### src/rtl/iter_root_unit.sv
// Iterative integer square root / cube root / pass-through unit, one result bit per cycle MSB-first.
// Optional remainder output enabled by defining ITER_ROOT_UNIT_REMAINDER_EN.
module iter_root_unit #(
    parameter  int WIDTH = 8,
    localparam int N_SQ  = WIDTH / 2,
    localparam int N_CB  = (WIDTH + 2) / 3,
    localparam int SW    = $clog2(N_SQ + 1)
) (
    input  logic             clk,
    input  logic             rst,
    input  logic [WIDTH-1:0] x,
    input  logic [1:0]       on,
    input  logic             start,
    output logic [WIDTH-1:0] y,
    output logic [SW-1:0]    s,
    output logic             b,
    output logic             active,
    output logic [1:0]       regime,
    output logic             done
`ifdef ITER_ROOT_UNIT_REMAINDER_EN
    ,
    output logic [WIDTH-1:0] rem
`endif
);

    // Product width large enough that cand^3 never wraps for any candidate.
    localparam int PW = 3 * N_SQ;

    typedef enum logic [1:0] {IDLE, CALC, DONE} state_t;

    state_t            state, state_nx;
    logic [WIDTH-1:0]  xr;
    logic [N_SQ-1:0]   acc, cand, acc_nx;
    logic [SW-1:0]     n_bits, n_iter, shamt;
    logic [PW-1:0]     cand_w, cand_sq, cand_cb, xr_w;
    logic              keep, launch, last;
    logic [WIDTH-1:0]  result;

    // Bit-resolution datapath: trial candidate, full-precision power, keep/drop decision.
    always_comb begin
        n_bits  = (regime == 2'd2) ? SW'(N_CB) : SW'(N_SQ);
        n_iter  = (regime == 2'd3) ? SW'(1) : n_bits;
        shamt   = n_bits - s - SW'(1);
        cand    = acc | (N_SQ'(1) << shamt);
        cand_w  = PW'(cand);
        cand_sq = cand_w * cand_w;
        cand_cb = cand_sq * cand_w;
        xr_w    = PW'(xr);
        keep    = (regime == 2'd2) ? (cand_cb <= xr_w) : (cand_sq <= xr_w);
        acc_nx  = keep ? cand : acc;
        result  = (regime == 2'd3) ? xr : WIDTH'(acc_nx);
    end

`ifdef ITER_ROOT_UNIT_REMAINDER_EN
    logic [PW-1:0]    root_w, root_pw, diff_w;
    logic [WIDTH-1:0] rem_nx;

    always_comb begin
        root_w  = PW'(acc_nx);
        root_pw = (regime == 2'd2) ? root_w * root_w * root_w : root_w * root_w;
        diff_w  = xr_w - root_pw;
        rem_nx  = (regime == 2'd3) ? '0 : diff_w[WIDTH-1:0];
    end
`endif

    always_comb begin
        // NOTE: every output of a combinational block gets a default first so no latch is inferred.
        state_nx = state;
        b        = (state == CALC);
        done     = (state == DONE);
        launch   = start && (on != 2'd0) && (state == IDLE || state == DONE);
        last     = (s == n_iter - SW'(1));
        case (state)
            IDLE: if (launch) state_nx = CALC;
            CALC: begin
                if (on == 2'd0)
                    state_nx = IDLE;
                else if (last)
                    state_nx = DONE;
            end
            DONE:    state_nx = launch ? CALC : IDLE;
            default: state_nx = IDLE;
        endcase
    end

    always_ff @(posedge clk) begin
        // NOTE: sequential state uses non-blocking assignments so every register samples pre-edge values.
        if (rst) state <= IDLE;
        else     state <= state_nx;
    end

    always_ff @(posedge clk) begin
        if (rst) begin
            y      <= '0;
            s      <= '0;
            active <= 1'b0;
            regime <= 2'd0;
            xr     <= '0;
            acc    <= '0;
`ifdef ITER_ROOT_UNIT_REMAINDER_EN
            rem    <= '0;
`endif
        end else begin
            active <= (on != 2'd0);
            if (launch) begin
                xr     <= x;
                regime <= on;
                s      <= '0;
                acc    <= '0;
            end else if (state == CALC && on != 2'd0) begin
                s   <= s + SW'(1);
                acc <= acc_nx;
                if (last) begin
                    y <= result;
`ifdef ITER_ROOT_UNIT_REMAINDER_EN
                    rem <= rem_nx;
`endif
                end
            end
        end
    end

endmodule

### config.mk
export PLATFORM = sky130hd
export DESIGN_NAME = iter_root_unit
export DESIGN_NICKNAME = d
export VERILOG_FILES = /design/src/rtl/iter_root_unit.sv
export SDC_FILE = /design/constraint.sdc
export NUM_CORES = 1
export LEC_CHECK = 0
export ABC_AREA = 1
export BUFFER_PORTS_ARGS = -buffer_cell sky130_fd_sc_hd__buf_2
export CORE_UTILIZATION = 60
export CTS_CLUSTER_SIZE = 10
export DETAILED_ROUTE_END_ITERATION = 10
export PLACE_DENSITY = 0.81
export RECOVER_POWER = 50
export SYNTH_ARGS = -nofsm -noshare
export SYNTH_HDL_FRONTEND = slang
export SYNTH_SLANG_ARGS = --single-unit
export TNS_END_PERCENT = 1
### constraint.sdc
create_clock -name clk -period 7.1 [get_ports clk]
set_clock_uncertainty 0.1 [all_clocks]
set_input_delay 0.355 -clock clk [delete_from_list [all_inputs] [get_ports clk]]
set_output_delay 0.355 -clock clk [all_outputs]
set_load 0.05 [all_outputs]
# Word level (Yosys, flattened, before mapping)
# Index checks and enable logic that the tools add are counted.
[word_totals]
wordCells = 45
romBits = 0
output_inout_bits = 16
ram_bits = 0
in_bits = 13
n_memories = 0
regBits = 28
latchBits = 0
[op_classes]
addsub = 4
order_cmp = 2
n_bitwise = 2
muxes = 10
mul = 2
div_mod_pow = 0
shift = 1
eq_ne = 7
n_reduce_logical = 10
[ops]
columns = ["cell", "n"]
rows = [
  ["12-bit by 8-bit less-or-equal comparator with 1-bit output", 1],
  ["8-bit by 4-bit multiplier with 12-bit output", 1],
  ["8-bit less-or-equal comparator", 1],
  ["4-bit by 4-bit multiplier with 8-bit output", 1],
  ["8-bit 2-to-1 mux", 1],
  ["2-bit equality test (second input constant)", 3],
  ["2-bit 2-to-1 mux", 3],
  ["3-bit 2-to-1 mux", 2],
  ["2-bit one-hot mux with 3 select lines", 1],
  ["3-bit by 1-bit subtractor with 3-bit output (second input constant)", 2],
  ["2-bit zero test", 2],
  ["4-bit 2-to-1 mux", 1],
  ["4-bit bitwise OR", 1],
  ["1-bit by 3-bit left shift with 4-bit output (first input constant)", 1],
  ["3-bit by 1-bit adder with 3-bit output (second input constant)", 1],
  ["3-bit equality test", 1],
  ["1-bit logical AND", 3],
  ["3-bit by 1-bit inequality test with 1-bit output (second input constant)", 1],
  ["3-bit AND reduction", 1],
  ["3-bit subtractor", 1],
  ["2-bit by 1-bit equality test with 1-bit output (second input constant)", 1],
  ["1-bit 2-to-1 mux", 2],
  ["2-bit inequality test (second input constant)", 1],
  ["2-bit AND reduction", 1],
  ["other kinds (4)", 4],
]

# Logic depth before layout (Yosys ltp)
# Gate-level depths: netlist of run 1.
[depth]
word_depth = 12
ltp_mapped = 41
depth_no_buf = 41

# Worst setup path before layout of run 1
# No wires, ideal clock.
[synth_timing]
kind = "register -> register"
startpoint = "register regime[1]"
endpoint = "register y[0]"
setup_slack_ns = 0.834
path_buffers = 0
path_stages_with_launch = 39
arrival_ns = 6.098
period_less_slack_ns = 6.266
setup_time_ns = 0.068
required_time_ns = 6.932
path_cell_list = "dfxtp_1 -> nand2_4 -> xor2_1 -> inv_1 -> ha_1 -> o21bai_4 -> xor2_2 -> nand3_1 -> nand2_2 -> nand2_1 -> inv_1 -> ha_1 -> ha_1 -> a21oi_1 -> o21ai_2 -> inv_1 -> nand2_1 -> nand2_2 -> [... 3 more ...] -> fa_1 -> inv_1 -> ha_1 -> inv_1 -> nand2_1 -> nand2_1 -> xnor2_1 -> ha_1 -> a21oi_1 -> o21a_1 -> nand2_1 -> nand2_1 -> nand2_1 -> o21ai_0 -> nand3_1 -> nand3_1 -> nand2_1 -> a21oi_2"
[synth_between]
elab_chain_cells = 12
word_cells_on_any_way = 18
classes_between = "add/sub (3); mul (2); order compare (2); eq/ne (3); shift (1); mux (5); bitwise (1); reduce/logical (1)"
[synth_lines]
columns = ["element", "line_no", "text"]
rows = [
  ["from (decl)", "18", "output logic [1:0] regime,"],
  ["from (signal assigned)", "107", "regime <= on;"],
  ["2-bit equality test", "41, 49", ""],
  ["3-bit 2-to-1 mux", "41", "n_bits = (regime == 2'd2) ? SW'(N_CB) : SW'(N_SQ);"],
  ["3-bit subtractor", "43", "shamt = n_bits - s - SW'(1);"],
  ["3-bit by 1-bit subtractor with 3-bit output", "43", ""],
  ["1-bit by 3-bit left shift with 4-bit output", "44", "cand = acc | (N_SQ'(1) << shamt);"],
  ["4-bit bitwise OR", "44", ""],
  ["4-bit by 4-bit multiplier with 8-bit output", "46", "cand_sq = cand_w * cand_w;"],
  ["8-bit by 4-bit multiplier with 12-bit output", "47", "cand_cb = cand_sq * cand_w;"],
  ["12-bit by 8-bit less-or-equal comparator with 1-bit output", "49", "keep = (regime == 2'd2) ? (cand_cb <= xr_w) : (cand_sq <= xr_w);"],
  ["1-bit 2-to-1 mux", "49", ""],
  ["4-bit 2-to-1 mux", "50", "acc_nx = keep ? cand : acc;"],
  ["8-bit 2-to-1 mux", "51", "result = (regime == 2'd3) ? xr : WIDTH'(acc_nx);"],
  ["to (signal assigned)", "114", "y <= result;"],
  ["to (decl)", "14", "output logic [WIDTH-1:0] y,"],
]
# Several ways; a longest one is shown, not always the timed one.
# A chain may end at the register's enable or synchronous reset.

# Final worst setup path of run 1
# Same ends and word-level chain as after synthesis.

==> results by group, run 1 <==
CTS
  • Post-CTS setup buffers: 0
  • TritonCTS clock tree: built
  • Clock transition at the registers of the reported paths: 0.11 ns
  • Clock Latency Late Sink: 0.29 ns
  • Clock H-tree levels: 1
  • Clock Tree Root: clkbuf_8
  • Clock Path Buffers: 2
  • CTS sink cnt: 28
  • CTS Buf Count: 3

Drt
  • DRT iter0 DRCs: 181
  • Pre-Repair DR Iteration Count: 6
  • Routed WL per cell: 12.7 µm
  • Detailed-route DRC error count: 0
  • Vias per Instance: 5.43
  • Final wirelength: 6050 µm
  • Antenna violation net count after detailed routing: 0
  • Routed vias: 2,580

STA
  • Maximum clock frequency: between 150 and 200 MHz
  • Crit path time final: 6.44 ns
  • Worst relative slew slack: 0.332
  • Endpoints failing setup: 0
  • Slew Viols, Final: 0
  • Worst Hold Slack: 0.196 ns
  • Final hold vios: 0
  • Worst slew pin tran: 1.00 ns
  • Final setup TNS: 0 ns
  • Final worst path period share: 0.907
  • RSZ-0062 raised after global routing: false

Die
  • Die area: approximately 0.0049 mm²
  • Core area: 0.00438 mm²
  • Starting Density: 0.626
  • Die width: approximately 70 µm
  • Num rows: 24
  • Chip Height: approximately 70 µm
  • I/O pin count: 29

Worst hold path
  • Hold Path Class: in -> reg

Setup path
  • Cell seen most often among critical-path stages: nand2_1
  • Critical Path Sink Type: flop
  • CP startpoint kind: flop
  • Crit Path Class: reg -> reg
  • CP max FO: 9
  • Slowest-stage cell, CP: fa_1
  • Max incr delay on CP: 0.53 ns
  • CP Data Required Time: between 7 and 8 ns
  • CP Data Arrival Time: 6.56 ns
  • Crit path buf inv count: 6
  • Critical path's top delay family: adder cells

Synthesis
  • Mapped Cells: just under 400
  • Yosys warnings: 0
  • Mapped Area: between 0.002 and 0.003 mm²
  • Syn_area_per_cell: 6.92 µm²
  • Post-synth cell types: 28
  • #FFs+latches synth: 28
  • Register area share after synthesis: 0.204

GRT
  • Grt ovf: 0
  • First-pass GRT wire length: approximately 11,000 µm
  • Largest net degree at the start of global routing: 23
  • Vias in the first global route: 2,482
  • Initial antenna violation count: 0
  • Total track usage: 0.264

Power
  • Worst vdd ir: between 80 and 90 µV
  • PD cells: about 170 mW/mm²
  • Static leakage: 1.55 nW

Place
  • Placed cell area: 0.00291 mm²
  • DP Wirelength: 4920 µm
  • Port bufs: 28
  • GPL Wtd Cong: 0.927

Run
  • Max Cap Viol: 0

Final layout
  • Fin area: 0.00296 mm²
  • N_diodes: 0
  • Share of layout cells above drive strength 1: 0.0993
  • Fill cell count: around 400
  • Area Overhead vs Synth: 7.93%
  • Utilization after layout: 0.676
  • # nets final: 482

Status
  • Outcome: complete, no violations
## cells in the final DEF, fill, tap and decap left out
master	Yosys	routed
dfxtp_1	28	28
a211oi_1	9	9
xnor2_1	3	3
nand3_1	25	25
o21a_1	1	1
clkbuf_1	5	17
buf_2	0	11
o21ai_0	8	7
conb_1	1	2
ha_1	35	35
nand2_4	4	4
nor2_1	46	46
nand2_2	8	8
a21oi_1	27	27
o21ai_1	0	1
xor2_1	5	5
xor2_2	2	2
clkbuf_8	0	3
o21ai_2	1	1
nand4_1	6	6
nand3_2	1	1
bufinv_16	0	1
fa_1	10	10
o21bai_4	1	1
nor4_4	1	1
o211ai_1	1	1
nand2_1	87	87
a21oi_2	3	3
nand3b_1	3	3
inv_2	6	6
inv_1	68	68
## registers in the layout, indices dropped and copies added (netlist names)
register  cells
active        1
y             8
s             3
regime        2
state         2
xr            8
acc           4
## kinds of logic after synthesis
logic type	after synthesis	synth area share
other	1	0.00137
adder cells (fa/ha/maj)	45	0.232
buffers and inverters	81	0.116
AND/OR/NAND/NOR	181	0.295
AO/OA/AOI/OAI	51	0.113
flip-flops	28	0.204
XOR/XNOR	10	0.0374
## synth_stat cells
master | n | share of area
nand3_2 | 1 | 0.0036
o21a_1 | 1 | 0.0027
nand3_1 | 25 | 0.046
nor4_4 | 1 | 0.0077
a21oi_1 | 27 | 0.049
nor2_1 | 46 | 0.063
o21bai_4 | 1 | 0.0068
xor2_2 | 2 | 0.012
inv_1 | 68 | 0.093
fa_1 | 10 | 0.073
nand4_1 | 6 | 0.014
conb_1 | 1 | 0.0014
a21oi_2 | 3 | 0.0096
nand2_1 | 87 | 0.12
nand2_4 | 4 | 0.016
dfxtp_1 | 28 | 0.20
clkbuf_1 | 5 | 0.0068
nand2_2 | 8 | 0.018
inv_2 | 6 | 0.0082
a211oi_1 | 9 | 0.025
xor2_1 | 5 | 0.016
o21ai_2 | 1 | 0.0032
o21ai_0 | 8 | 0.015
o211ai_1 | 1 | 0.0027
buf_6 | 2 | 0.0082
ha_1 | 35 | 0.16
nand3b_1 | 3 | 0.0082
xnor2_1 | 3 | 0.0096
## power by group
part	switching (mW)	leakage (nW)	total (mW)	internal [mW]
combinational	0.129	1.29	0.195	0.0662
clock	0.0529	0.0357	0.129	0.0756
sequential	0.00455	0.228	0.168	0.163
total	0.186	1.55	0.491	0.305
## cell type report
cell class | instances | area (µm²) | share of cell area
flip-flops and latches | 28 | 561 | 0.189
well taps | 52 | 65.1 | 0.0220
inverters | 74 | 278 | 0.0937
clock buffers | 3 | 41.3 | 0.0139
clock inverters | 1 | 30.0 | 0.0101
repair buffers | 28 | 119 | 0.0401
multi-input cells | 289 | 1870 | 0.631
## final timing paths
| path | startpoint | end | slack [ns] | depth (start not counted) |
|---|---|---|---|---|
| setup / recovery | regime[1]$_SDFFE_PP0P_ | y[0]$_SDFFE_PP0P_ | 0.66 | 38 |
| hold / removal | on[0] | active$_SDFF_PP0_ | 0.20 | 3 |
| setup reg to reg | regime[1]$_SDFFE_PP0P_ | y[0]$_SDFFE_PP0P_ | 0.66 | 38 |
| hold reg to reg | y[5]$_SDFFE_PP0P_ | y[5]$_SDFFE_PP0P_ | 0.37 | 2 |
## stage by stage
step	total power [mW]	cells	setup slack, ns
2_1_floorplan	0.320	398	0.834
3_3_place_gp	0.358	471	0.825
3_5_place_dp	0.363	471	0.643
4_1_cts	0.491	475	0.616
5_1_grt	0.521	475	0.0182
6_report	0.491	475	0.659
## metal layers
metal / vias up / GRT usage / wire length [µm]
met5: - / 0 / 0
met4: 0 / 0.0867 / 109
met3: 11 / 0.0262 / 297
met2: 73 / 0.458 / 2860
met1: 1179 / 0.343 / 2780
li1: 1317 / - / -
## what timing repair did
| item | in CTS | in global routing |
|---|---|---|
| hold buffers | 0 | 0 |
| endpoints found under the hold margin | 0 | 0 |
| setup endpoints to repair | 0 | 4 |
| gates resized for setup | 0 | 1 |
## worst reg2reg max path: cells and delay by family, from the launching register on
family	cells	cell delay [ns]
fa+ha+maj	7	2.37
simple gates	17	1.73
compound gates	5	0.81
xor+xnor	3	0.55
flops	1	0.49
buf+inv	6	0.33
(Power assumes the default switching activity.)
==> inputs of run 2 (changes only) <==
Settings changed: REMOVE_ABC_BUFFERS set to 1.
==> results by group, run 2 (synthesized netlist as in run 1, its figures left out) <==
Status
  • Outcome: complete, no violations

Setup path
  • CP max FO: 9 (unchanged)
  • Cell seen most often among critical-path stages: nand2_1
  • CP Data Required Time: 7.21 ns (about the same)
  • Slowest-stage cell, CP: fa_1
  • CP startpoint kind: flop
  • CP Data Arrival Time: 6.60 ns (+0.04 ns)
  • Critical path's top delay family: adder cells
  • Reg2Reg Setup Slack: 0.61 ns (-0.05 ns)
  • Max incr delay on CP: 0.53 ns (about the same)
  • Crit Path Class: reg -> reg
  • Critical Path Sink Type: flop
  • Crit path buf inv count: 6 (unchanged)
  • R2R cell count: 38 (unchanged)
  • Reg2reg end: y[2]$_SDFFE_PP0P_
  • R2R Path Start: regime[1]$_SDFFE_PP0P_

Final layout
  • Share of layout cells above drive strength 1: 0.0993 (unchanged)
  • Area Overhead vs Synth: 7.93% (unchanged)
  • # nets final: 482 (unchanged)
  • Largest regs: xr: 8 flops, y: 8 flops, acc: 4 flops
  • N_diodes: 0 (unchanged)
  • Most common cell after layout, fill and taps aside: nand2_1
  • Most frequent cells in the layout: nand2_1 (87), inv_1 (68), nor2_1 (46)
  • Fin area: 0.00296 mm² (unchanged)

Power
  • Comb power frac: 0.399 (+0.002)
  • PD cells: 165 mW/mm² (-0.53%)
  • Pint: 305 µW (about the same)
  • Sw Pwr: 184 µW (-1.2%)
  • Reg power frac: 0.343 (about the same)
  • Worst vdd ir: 101 µV (+25%)
  • Static leakage: 1.55 nW (unchanged)
  • Clock Power Share: 0.258 (-0.004)
  • Switching part of the total: 0.376 (-0.00270)

GRT
  • Initial antenna violation count: 0 (unchanged)
  • First-pass GRT wire length: 9990 µm (-5.2%)
  • Largest net degree at the start of global routing: 23 (unchanged)
  • Total track usage: 0.251 (-0.0125)
  • Vias in the first global route: 2,249 (-9.4%)
  • Grt ovf: 0 (unchanged)

CTS
  • Clock transition at the registers of the reported paths: 0.10 ns (about the same)
  • Hold buffer count at CTS: 0 (unchanged)
  • Clock Path Buffers: 2 (unchanged)
  • CTS sink cnt: 28 (unchanged)
  • CTS resizes: 0 (unchanged)
  • Clock H-tree levels: 1 (unchanged)
  • Post-CTS setup buffers: 0 (unchanged)
  • Clock Tree Root: clkbuf_8
  • Clock Latency Late Sink: 0.28 ns (about the same)
  • TritonCTS clock tree: built
  • CTS Buf Count: 3 (unchanged)

STA
  • Final hold vios: 0 (unchanged)
  • Worst relative slew slack: 0.355 (+0.0231)
  • Crit path time final: 6.49 ns (+0.0542 ns)
  • Maximum clock frequency: 154 MHz (-0.84%)
  • Final worst path period share: 0.915 (+0.00764)
  • RSZ-0062 raised after global routing: false
  • Slew Viols, Final: 0 (unchanged)
  • Worst slew pin tran: 0.967 ns (-0.0347 ns)
  • Final setup TNS: 0 ns (unchanged)
  • Endpoints failing setup: 0 (unchanged)

Die
  • Chip Height: 69.7 µm (unchanged)
  • Die area: 0.00485 mm² (unchanged)
  • Num rows: 24 (unchanged)
  • Die width: 69.7 µm (unchanged)
  • I/O pin count: 29 (unchanged)
  • Starting Density: 0.626 (unchanged)
  • Core area: 0.00438 mm² (unchanged)

Drt
  • Routed vias: 2,493 (-3.4%)
  • Antenna violation net count after detailed routing: 0 (unchanged)
  • Routed WL per cell: 12.3 µm (-3.1%)
  • Pre-Repair DR Iteration Count: 4 (-2)
  • Vias per Instance: 5.25 (-3.4%)
  • Final wirelength: 5860 µm (-3.1%)
  • DRT iter0 DRCs: 141 (-22%)
  • Detailed-route DRC error count: 0 (unchanged)

Run
  • Max Cap Viol: 0 (unchanged)

Place
  • Port bufs: 28 (unchanged)
  • Placed cell area: 0.00291 mm² (unchanged)
  • DP Wirelength: 4790 µm (-2.7%)
  • GPL Wtd Cong: 0.905 (-2.3%)

Worst hold path
  • Hold Path Class: in -> reg
  • HP Start: on[0]
  • Hold Path Sink: active$_SDFF_PP0_
  • Hold depth: 3 (unchanged)
run 2: cell counts in the layout (fill, tap and decap cells not counted):
Identical to the previous run, type by type.
run 2: worst max-delay path by stage:
stage,start,endpoint,slack [ns],cells after the start
3_3_place_gp,regime[1]$_SDFFE_PP0P_,y[3]$_SDFFE_PP0P_,0.85,38
2_1_floorplan,regime[1]$_SDFFE_PP0P_,y[0]$_SDFFE_PP0P_,0.84,38
3_5_place_dp,regime[1]$_SDFFE_PP0P_,y[3]$_SDFFE_PP0P_,0.61,34
5_1_grt,regime[1]$_SDFFE_PP0P_,y[2]$_SDFFE_PP0P_,0.12,38
6_report,regime[1]$_SDFFE_PP0P_,y[2]$_SDFFE_PP0P_,0.61,38
4_1_cts,regime[1]$_SDFFE_PP0P_,y[2]$_SDFFE_PP0P_,0.51,34
run 2: worst register-to-register path, delay by kind of cell, from the launching register on:
| family | cells | cell delay (ns) |
|---|---|---|
| adders and majority gates | 7 | 2.34 |
| and+or+nand+nor | 15 | 1.46 |
| AOI/OAI and AO/OA | 7 | 1.15 |
| xor gates and xnor gates | 3 | 0.59 |
| DFF | 1 | 0.49 |
| buffers and inverters | 6 | 0.33 |
run 2: per-layer routing:
layer | track usage | share of wire | vias up
li1 | - | - | 1312
met1 | 0.352 | 0.48 | 1093
met2 | 0.416 | 0.46 | 74
met3 | 0.0203 | 0.039 | 14
met4 | 0.0711 | 0.021 | 0
met5 | 0 | 0 | -
run 2: power by group through the flow:
stage	Combinational, mW	Clock, mW	Sequential [mW]
floorplan	0.142	0	0.176
CTS	0.193	0.127	0.168
finish	0.195	0.126	0.168
global placement	0.187	0	0.171
global route	0.217	0.133	0.169
detailed placement	0.190	0	0.171
run 2: area by class of cell:
cell class	instances	area, µm²
tap	52	65.1
clock inverter	1	30.0
inverter	74	278
multi-input combinational	289	1870
sequential	28	561
timing repair buffer	28	119
fill	412	1420
clock buffer	3	41.3
run 2: stage by stage:
| stage | util | total power [mW] | hold WS, ns | setup slack (ns) | cells |
|---|---|---|---|---|---|
| after floorplan | - | 0.318 | 0.317 | 0.836 | 391 |
| after global placement | 0.665 | 0.358 | 0.352 | 0.854 | 471 |
| after detailed placement | 0.665 | 0.361 | 0.354 | 0.607 | 471 |
| after CTS | 0.681 | 0.487 | 0.209 | 0.509 | 475 |
| after global routing | 0.676 | 0.519 | 0.216 | 0.123 | 475 |
| final | 0.676 | 0.489 | 0.207 | 0.605 | 475 |
==> inputs of run 3 (changes only) <==
Settings changed: CORE_UTILIZATION 60 to 40, PLACE_DENSITY 0.81 to 0.58.
==> results by group, run 3 (synthesized netlist as in run 1, its figures left out) <==
Status
  • Outcome: finished with violations
  • Failing checks: DRC

Drt
  • Final wirelength: 6000 µm (+2.3%)
  • Pre-Repair DR Iteration Count: 8 (+4)
  • Met2 WL: 2730 µm (+1.8%)
  • Met3 routed WL: 182 µm (-19%)
  • Routed WL per cell: 12.0 µm (-2.8%)
  • DRT iter0 DRCs: 186 (+32%)
  • Detailed-route DRC error count: 5 (+5)
  • Vias per Instance: 4.94 (-5.9%)
  • Wire length on met1: 3010 µm (+6.0%)
  • Antenna violation net count after detailed routing: 0 (unchanged)
  • Routed vias: 2,469 (-0.96%)
  • DR top layer: met4

CTS
  • CTS Buf Count: 3 (unchanged)
  • Clock Path Buffers: 2 (unchanged)
  • Clock Latency Late Sink: 0.28 ns (about the same)
  • Hold buffer count at CTS: 0 (unchanged)
  • CTS sink cnt: 28 (unchanged)
  • Post-CTS setup buffers: 0 (unchanged)
  • Clock Tree Root: clkbuf_8
  • TritonCTS clock tree: built
  • Clock H-tree levels: 1 (unchanged)
  • Clock transition at the registers of the reported paths: 0.10 ns (about the same)
  • CTS resizes: 0 (unchanged)

STA
  • Endpoints failing setup: 0 (unchanged)
  • Maximum clock frequency: 157 MHz (+2.0%)
  • Final hold vios: 0 (unchanged)
  • Final setup TNS: 0 ns (unchanged)
  • Final worst path period share: 0.897 (-0.0178)
  • Worst Hold Slack: 0.207 ns (-0.000204 ns)
  • Crit path time final: 6.37 ns (-0.126 ns)
  • RSZ-0062 raised after global routing: false
  • Slew Viols, Final: 0 (unchanged)
  • Worst relative slew slack: 0.328 (-0.0272)
  • Worst slew pin tran: 1.01 ns (+0.0408 ns)

Setup path
  • Crit Path Class: reg -> reg
  • CP Data Required Time: 7.22 ns (about the same)
  • CP startpoint kind: flop
  • CP Data Arrival Time: 6.49 ns (-0.11 ns)
  • Cell seen most often among critical-path stages: nand2_1
  • Max incr delay on CP: 0.55 ns (+0.02 ns)
  • CP max FO: 9 (unchanged)
  • Slowest-stage cell, CP: fa_1
  • Critical Path Sink Type: flop

Final layout
  • N_diodes: 0 (unchanged)
  • Most common cell after layout, fill and taps aside: nand2_1
  • Largest regs: xr: 8 flops, y: 8 flops, acc: 4 flops
  • Share of layout cells above drive strength 1: 0.0993 (unchanged)
  • Utilization after layout: 0.461 (-0.215)
  • Area Overhead vs Synth: 9.07%
  • # nets final: 482 (unchanged)
  • Most frequent cells in the layout: nand2_1 (87), inv_1 (68), nor2_1 (46)
  • Finished Layout Cells: 500 (+5.3%)

Power
  • Static leakage: 1.55 nW (unchanged)
  • Worst vdd ir: 66.0 µV (-35%)
  • PD cells: 163 mW/mm² (-1.4%)

Worst hold path
  • Hold Path Class: in -> reg

Place
  • Dpl cells: 496 (+5.3%)
  • DP Wirelength: 4930 µm (+3.0%)
  • GPL Wtd Cong: 0.804 (-11%)
  • Port bufs: 28 (unchanged)

Die
  • Starting Density: 0.423 (-0.204)
  • Chip Height: 84.9 µm (+22%)
  • Die area: 0.00720 mm² (+48%)
  • Die width: 84.9 µm (+22%)
  • Core area: 0.00649 mm² (+48%)
  • Num rows: 29 (+21%)
  • I/O pin count: 29 (unchanged)

GRT
  • First-pass GRT wire length: 10,400 µm (+3.9%)
  • Largest net degree at the start of global routing: 23 (unchanged)
  • Initial antenna violation count: 0 (unchanged)
  • Vias in the first global route: 2,280 (+1.4%)
  • Grt ovf: 0 (unchanged)
  • Total track usage: 0.176 (-0.0753)

Run
  • Max Cap Viol: 0 (unchanged)
-- run 3: cell counts in the layout (fill, tap and decap cells not counted) --
No cell type changed its count.
-- run 3: cell type report --
class                      instances  area (µm²)
timing repair buffer              28         119
fill                             707        3500
sequential                        28         561
clock inverter                     1        30.0
multi-input combinational        289        1870
inverter                          74         278
clock buffer                       3        41.3
tap                               77        96.3
-- run 3: worst paths after layout --
check | start | end | slack, ns | cells after the start
setup / recovery | regime[1]$_SDFFE_PP0P_ | y[3]$_SDFFE_PP0P_ | 0.73 | 34
hold / removal | on[0] | active$_SDFF_PP0_ | 0.21 | 3
setup reg to reg | regime[1]$_SDFFE_PP0P_ | y[3]$_SDFFE_PP0P_ | 0.73 | 34
hold reg to reg | y[2]$_SDFFE_PP0P_ | y[2]$_SDFFE_PP0P_ | 0.37 | 2
-- run 3: per-stage QoR --
step	worst slack (ns)	total power, mW	instance area [µm²]
2_1_floorplan	0.836	0.318	2710
3_3_place_gp	0.757	0.362	2950
3_5_place_dp	0.658	0.363	2950
4_1_cts	0.626	0.490	3020
5_1_grt	0.123	0.523	3000
6_report	0.731	0.487	3000
-- run 3: layer usage --
metal / vias to the layer above / track usage
met2: 47 / 0.304
met1: 1101 / 0.237
met4: 0 / 0.0493
li1: 1314 / -
met5: - / 0
met3: 7 / 0.0136
-- run 3: where the power goes --
group / internal [mW] / total [mW] / switching [mW]
Clock: 0.0756 / 0.127 / 0.0517
Combinational: 0.0657 / 0.192 / 0.126
Sequential: 0.163 / 0.168 / 0.00419
Total: 0.305 / 0.487 / 0.182
-- run 3: worst max-delay path, delay by kind of cell, from the launching register on --
family / cells / cell delay (ns)
compound gates: 6 / 1.02
fa+ha+maj: 7 / 2.36
simple gates: 13 / 1.29
xor+xnor: 4 / 0.77
buf+inv: 4 / 0.25
flops: 1 / 0.48
